==> config.mk <==
export PLATFORM = sky130hd
export DESIGN_NAME = cnn_conv_engine
export DESIGN_NICKNAME = d
export VERILOG_FILES = /design/src/rtl/cnn_conv_engine.sv
export SDC_FILE = /design/constraint.sdc
export NUM_CORES = 1
export LEC_CHECK = 0
export CORE_MARGIN = 2
export CORE_UTILIZATION = 55
export CTS_CLUSTER_DIAMETER = 40
export DETAILED_ROUTE_END_ITERATION = 10
export PLACE_DENSITY = 0.73
export SETUP_SLACK_MARGIN = 0.15
export SYNTH_ARGS = -nofsm -noshare
export SYNTH_HDL_FRONTEND = slang
export SYNTH_SLANG_ARGS = --single-unit
export TNS_END_PERCENT = 5
==> constraint.sdc <==
create_clock -name clk -period 13 [get_ports clk]
set_input_delay 1.3 -clock clk [delete_from_list [all_inputs] [get_ports clk]]
set_output_delay 1.3 -clock clk [all_outputs]
set_load 0.01 [all_outputs]
==> src/rtl/cnn_conv_engine.sv <==
// Sequential valid-mode 2-D convolution engine: beat-wise tile/kernel load,
// one time-multiplexed MAC, optional input ReLU and kernel pruning, saturated packed result.
module cnn_conv_engine #(
  parameter int DATA_W = 8,
  parameter int IN_DIM = 4,
  parameter int K_DIM  = 3,
  parameter int ACC_W  = 2*DATA_W + $clog2(K_DIM*K_DIM) + 1
) (
  input  logic                                                    clk,
  input  logic                                                    rst,
  input  logic                                                    load_valid,
  output logic                                                    load_ready,
  input  logic [2*DATA_W-1:0]                                     load_data,
  input  logic [1:0]                                              mode,
  input  logic [DATA_W-1:0]                                       prune_thr,
  input  logic                                                    clear,
  output logic                                                    result_valid,
  input  logic                                                    result_ack,
  output logic [(IN_DIM-K_DIM+1)*(IN_DIM-K_DIM+1)*DATA_W-1:0]     result,
  output logic                                                    busy
);

  localparam int OUT_DIM = IN_DIM - K_DIM + 1;
  localparam int OUT_N   = OUT_DIM * OUT_DIM;
  localparam int IN_N    = IN_DIM * IN_DIM;
  localparam int NE      = IN_N + K_DIM * K_DIM;
  localparam int BEATS   = (NE + 1) / 2;
  localparam int BEAT_W  = (BEATS > 1) ? $clog2(BEATS) : 1;
  localparam int ADDR_W  = BEAT_W + 1;
  localparam int O_W     = (OUT_DIM > 1) ? $clog2(OUT_DIM) : 1;
  localparam int K_W     = (K_DIM > 1) ? $clog2(K_DIM) : 1;
  localparam int OUT_AW  = (OUT_N > 1) ? $clog2(OUT_N) : 1;

  localparam logic [BEAT_W-1:0]       BEAT_LAST = BEAT_W'(BEATS - 1);
  localparam logic [O_W-1:0]          O_LAST    = O_W'(OUT_DIM - 1);
  localparam logic [K_W-1:0]          K_LAST    = K_W'(K_DIM - 1);
  localparam logic signed [ACC_W-1:0] SAT_MAX   = ACC_W'((2**(DATA_W-1)) - 1);
  localparam logic signed [ACC_W-1:0] SAT_MIN   = ~SAT_MAX;

  typedef enum logic [1:0] {S_LOAD, S_COMPUTE, S_DONE} state_t;

  state_t                     state;
  logic [BEAT_W-1:0]          beat_cnt;
  logic [O_W-1:0]             orow, ocol;
  logic [K_W-1:0]             krow, kcol;
  logic signed [ACC_W-1:0]    acc_q;
  logic [1:0]                 mode_q;
  logic [DATA_W-1:0]          thr_q;
  logic [DATA_W-1:0]          res_q [OUT_N];
  logic signed [DATA_W-1:0]   elem_q [2*BEATS];

  logic [ADDR_W-1:0]          in_addr, w_addr;
  logic [OUT_AW-1:0]          out_idx;
  logic signed [DATA_W-1:0]   x_op, w_op;
  logic signed [DATA_W:0]     w_ext;
  logic [DATA_W:0]            w_mag;
  logic signed [2*DATA_W-1:0] prod;
  logic signed [ACC_W-1:0]    acc_sum;
  logic [DATA_W-1:0]          sat;
  logic                       tap_last, out_last;

  assign load_ready = (state == S_LOAD);
  assign busy       = (state == S_COMPUTE);

  // NOTE: the element buffer is plain storage overwritten on every load, so it
  // carries no reset; only control state and visible outputs are reset.
  always_ff @(posedge clk) begin
    if (state == S_LOAD && load_valid && !clear) begin
      elem_q[{beat_cnt, 1'b0}] <= load_data[2*DATA_W-1:DATA_W];
      elem_q[{beat_cnt, 1'b1}] <= load_data[DATA_W-1:0];
    end
  end

  assign in_addr = ADDR_W'((int'(orow) + int'(krow)) * IN_DIM + int'(ocol) + int'(kcol));
  assign w_addr  = ADDR_W'(IN_N + int'(krow) * K_DIM + int'(kcol));
  assign out_idx = OUT_AW'(int'(orow) * OUT_DIM + int'(ocol));

  // Operand preprocessing happens on read so the stored tile stays untouched.
  // |w| is formed one bit wider so the most negative weight keeps its magnitude.
  always_comb begin
    x_op = elem_q[in_addr];
    if (mode_q[0] && x_op[DATA_W-1]) x_op = '0;
    w_op  = elem_q[w_addr];
    w_ext = {w_op[DATA_W-1], w_op};
    w_mag = w_op[DATA_W-1] ? unsigned'(-w_ext) : unsigned'(w_ext);
    if (mode_q[1] && (w_mag < {1'b0, thr_q})) w_op = '0;
  end

  assign prod    = (2*DATA_W)'(x_op) * (2*DATA_W)'(w_op);
  assign acc_sum = acc_q + ACC_W'(prod);

  always_comb begin
    if (acc_sum > SAT_MAX)      sat = SAT_MAX[DATA_W-1:0];
    else if (acc_sum < SAT_MIN) sat = SAT_MIN[DATA_W-1:0];
    else                        sat = acc_sum[DATA_W-1:0];
  end

  assign tap_last = (kcol == K_LAST) && (krow == K_LAST);
  assign out_last = tap_last && (ocol == O_LAST) && (orow == O_LAST);

  always_comb begin
    result = '0;
    for (int i = 0; i < OUT_N; i++) result[(OUT_N-1-i)*DATA_W +: DATA_W] = res_q[i];
  end

  // NOTE: all state below uses non-blocking assignments so every register
  // updates from the values present before the edge.
  always_ff @(posedge clk or negedge rst) begin
    if (!rst) begin
      state        <= S_LOAD;
      beat_cnt     <= '0;
      orow         <= '0;
      ocol         <= '0;
      krow         <= '0;
      kcol         <= '0;
      acc_q        <= '0;
      mode_q       <= '0;
      thr_q        <= '0;
      result_valid <= 1'b0;
      for (int i = 0; i < OUT_N; i++) res_q[i] <= '0;
    end else if (clear) begin
      state        <= S_LOAD;
      beat_cnt     <= '0;
      orow         <= '0;
      ocol         <= '0;
      krow         <= '0;
      kcol         <= '0;
      acc_q        <= '0;
      result_valid <= 1'b0;
    end else begin
      case (state)
        S_LOAD: begin
          if (load_valid) begin
            beat_cnt <= beat_cnt + BEAT_W'(1);
            if (beat_cnt == BEAT_LAST) begin
              mode_q <= mode;
              thr_q  <= prune_thr;
              state  <= S_COMPUTE;
            end
          end
        end
        S_COMPUTE: begin
          if (tap_last) begin
            res_q[out_idx] <= sat;
            acc_q          <= '0;
          end else begin
            acc_q <= acc_sum;
          end
          if (kcol != K_LAST) begin
            kcol <= kcol + K_W'(1);
          end else begin
            kcol <= '0;
            if (krow != K_LAST) begin
              krow <= krow + K_W'(1);
            end else begin
              krow <= '0;
              if (ocol != O_LAST) begin
                ocol <= ocol + O_W'(1);
              end else begin
                ocol <= '0;
                orow <= (orow != O_LAST) ? orow + O_W'(1) : '0;
              end
            end
          end
          if (out_last) state <= S_DONE;
        end
        S_DONE: begin
          // The first DONE cycle publishes the tile; an ack only counts once it is visible.
          if (!result_valid) begin
            result_valid <= 1'b1;
          end else if (result_ack) begin
            result_valid <= 1'b0;
            beat_cnt     <= '0;
            state        <= S_LOAD;
          end
        end
        default: state <= S_LOAD;
      endcase
    end
  end

endmodule

==> metrics.cfg <==
[yosys]
ys_ff_latch=284
synth_edf_count=208
synth_commonest_cells=edfxtp_1, inv_1, fa_1, nor2_1, nand2_1
synth_top_area_cell=edfxtp_1
ys.flop_type=edfxtp_1
synthesis.nets=1405
syn_inst=1211
synth.distinct_cells=72
synth_most_common_cell=edfxtp_1
synth-async-reset-ratio_pct=26.8
synth_top_area_share_pct=38.1
synth.area.top_cells=edfxtp_1, dfrtp_1, fa_1
yosysWarnings=0
synth_area_per_cell_um2=13.5
syn-cell-area_um2=16400
ys_seq_area_share_pct=49.7

[critical_path]
crit_top_cell=fa_1
required_ns=13.43
slowest_delay_ns=0.94
crit_arrival_ns=11.82
critPathSlowestCell=nor2b_2
r2r-end=result[27]
cp_max_fo=28
path_class=reg -> reg
reg2reg_slack_ns=1.61
reg2reg_depth=32
end_kind=flip-flop
r2r_start=krow[1]
crit_path_start_kind=flip-flop

[hold_path]
holdCritStartpoint=thr_q[0]
holdPathEnd=thr_q[0]
min_path_cells=2
hp-class=reg -> reg

[grt]
grt_pass1_wl_mm=56.1
grt.overflow.total=0
grt_use_total_pct=23.4
grt_max_degree=77
first_global_vias=10500
antenna_found_initial=0

[sta]
hold_viol=0
setup_viol=0
slew_headroom_pct=24.8
fin_tns_setup_ns=0
hold_ws_ns=0.487
finalCriticalPeriod_ns=11.39
min_period_over_period_pct=87.6
timing.fmax_mhz=87.8
slew_violations=0
rsz0062_at_grt=false
clock_skew_ns=0.0171
tightestPinTransition_ns=1.13

[pwr]
power_frac_seq_pct=37.6
p_clk_share_pct=35.6
power_mw=2.63
p_switching_mw=0.831
powerDensity_nw_per_um2=142
swShare_pct=31.6
p_comb_share_pct=26.8
vdd.ir_drop.worst_mv=0.122
power_leakage_nw=7.16
p_int_mw=1.80

[finish]
area_growth_pct=13.1
multi_input_area_um2=7550
fillers=2229
seqCellArea_um2=8150
drive_gt1_share_pct=13.1
antennaDiodeCount=0
nets=1472

[cts]
clk_pin_slew_ns=0.06
postCtsSetupBuffers=0
post_cts_resized=0
postCtsHoldBufs=0
cts_buffers=35
cts_buffer_depth=3
insertion_delay_ns=0.51
h-tree-depth=2
clkSinkCount=284
root_buffer=clkbuf_16
cts_tree=done

[die]
die_w_um=177
initial_utilization_pct=55.6
die_h_um=177
rows=63
ioPinCount=66
die-area_um2=31200
core_um2=29500

[detailed_routing]
route.detailed.drc=0
drt_first_pass_iters=5
wl_per_cell_um=20.9
first_iter_violations=697
antenna_left=0
totalWireLength_mm=35.4
vias_per_cell=5.91
num_vias=10000

[place]
place.gp.congestion=0.889
port_buffers=65
hpwl_mm=25.3

[run_status]
outcome=complete, no violations

[flow_run]
drv_cap=0

[area by class of cell]
class	instances	area share [%]
clock buffers	41	4.96
clock inverters	23	1.20
inverters	121	2.45
multi-input cells	758	40.8
flip-flops and latches	284	44.0
well taps	390	2.63
repair buffers	78	4.02
[worst max path at each step]
| stage | to | depth (start not counted) | start | slack [ns] |
|---|---|---|---|---|
| 2_1_floorplan | result[16] | 36 | krow[0] | 2.76 |
| 3_3_place_gp | result[25] | 33 | krow[1] | 1.92 |
| 3_5_place_dp | result[27] | 33 | krow[0] | 1.60 |
| 4_1_cts | result[27] | 33 | krow[0] | 1.58 |
| 5_1_grt | result[28] | 33 | krow[1] | 0.83 |
| 6_report | result[27] | 32 | krow[1] | 1.61 |
[layer usage]
metal  global-route usage, %  up-vias  routed length [um]
li1                        -     4562                   -
met1                    30.1     5084               14300
met5                       0        -                   0
met2                    40.5      293               18100
met3                    4.15       72                2050
met4                    7.30        0                 900
[flip-flops by register name, summed over array words and instances (netlist names)]
name          count
beat_cnt          4
thr_q             8
ocol              1
result           32
result_valid      1
orow              1
state             2
elem_q          208
kcol              2
mode_q            2
acc_q            21
krow              2
[cells in the final DEF (no fill, tap or decap), drive strengths merged, types with 4 or more instances in the layout]
cell type      netlist  layout
edfxtp             208     208
inv                120     124
nor2                95      95
fa                  95      95
nand2               80      80
dfrtp               76      76
mux4                72      72
ha                  68      68
clkdlybuf4s50        0      64
clkbuf              19      41
a21oi               36      36
o21ai               31      31
a31oi               30      30
nor2b               24      24
a211oi              20      20
nor3                17      17
and2                17      17
xnor2               17      17
clkinv               1      17
nand3               15      15
mux2i               14      14
buf                 29      14
a22o                12      12
or3                  9       9
a311oi               9       9
xor2                 9       9
or2                  9       9
a32oi                8       8
nand4                7       7
o21a                 7       7
a21o                 6       6
nand2b               6       6
o31ai                4       4
nor3b                4       4
[through the flow]
stage | cells | setup slack [ns] | cell area, um^2 | util [%]
final | 1695 | 1.61 | 18500 | 62.9
after detailed placement | 1631 | 1.60 | 17400 | 59.0
after floorplan | 1211 | 2.76 | 16400 | -
after CTS | 1695 | 1.58 | 18500 | 62.9
after global placement | 1631 | 1.92 | 17400 | 59.0
after global routing | 1695 | 0.833 | 18500 | 62.9
[critical path, delay by kind of cell, from the launching register on]
kind / cells / cell delay, ns
buf+inv: 4 / 0.69
flops: 1 / 0.44
compound gates: 12 / 2.63
simple gates: 4 / 1.91
mux: 1 / 0.33
xor+xnor: 2 / 0.78
fa+ha+maj: 9 / 4.47
[power groups by stage]
stage                     registers (mW)  clock network, mW  logic (mW)
after global placement              1.00                  0       0.688
after CTS                          0.987              0.951       0.698
after global routing               0.987              0.985       0.774
after detailed placement            1.01                  0       0.694
final                              0.987              0.935       0.705
after floorplan                     1.01                  0       0.536
[kinds of logic (layout without fill, tap and decap cells)]
| kind of cell | count (synthesis) | count (layout) | share of synthesized area, % |
|---|---|---|---|
| simple gates | 296 | 296 | 8.69 |
| flops | 284 | 284 | 49.7 |
| compound gates | 185 | 185 | 8.09 |
| buf+inv | 169 | 263 | 4.44 |
| fa+ha+maj | 163 | 163 | 16.8 |
| mux | 88 | 88 | 10.9 |
| xor+xnor | 26 | 26 | 1.39 |
Note: power is estimated with default switching activity, not from simulation.
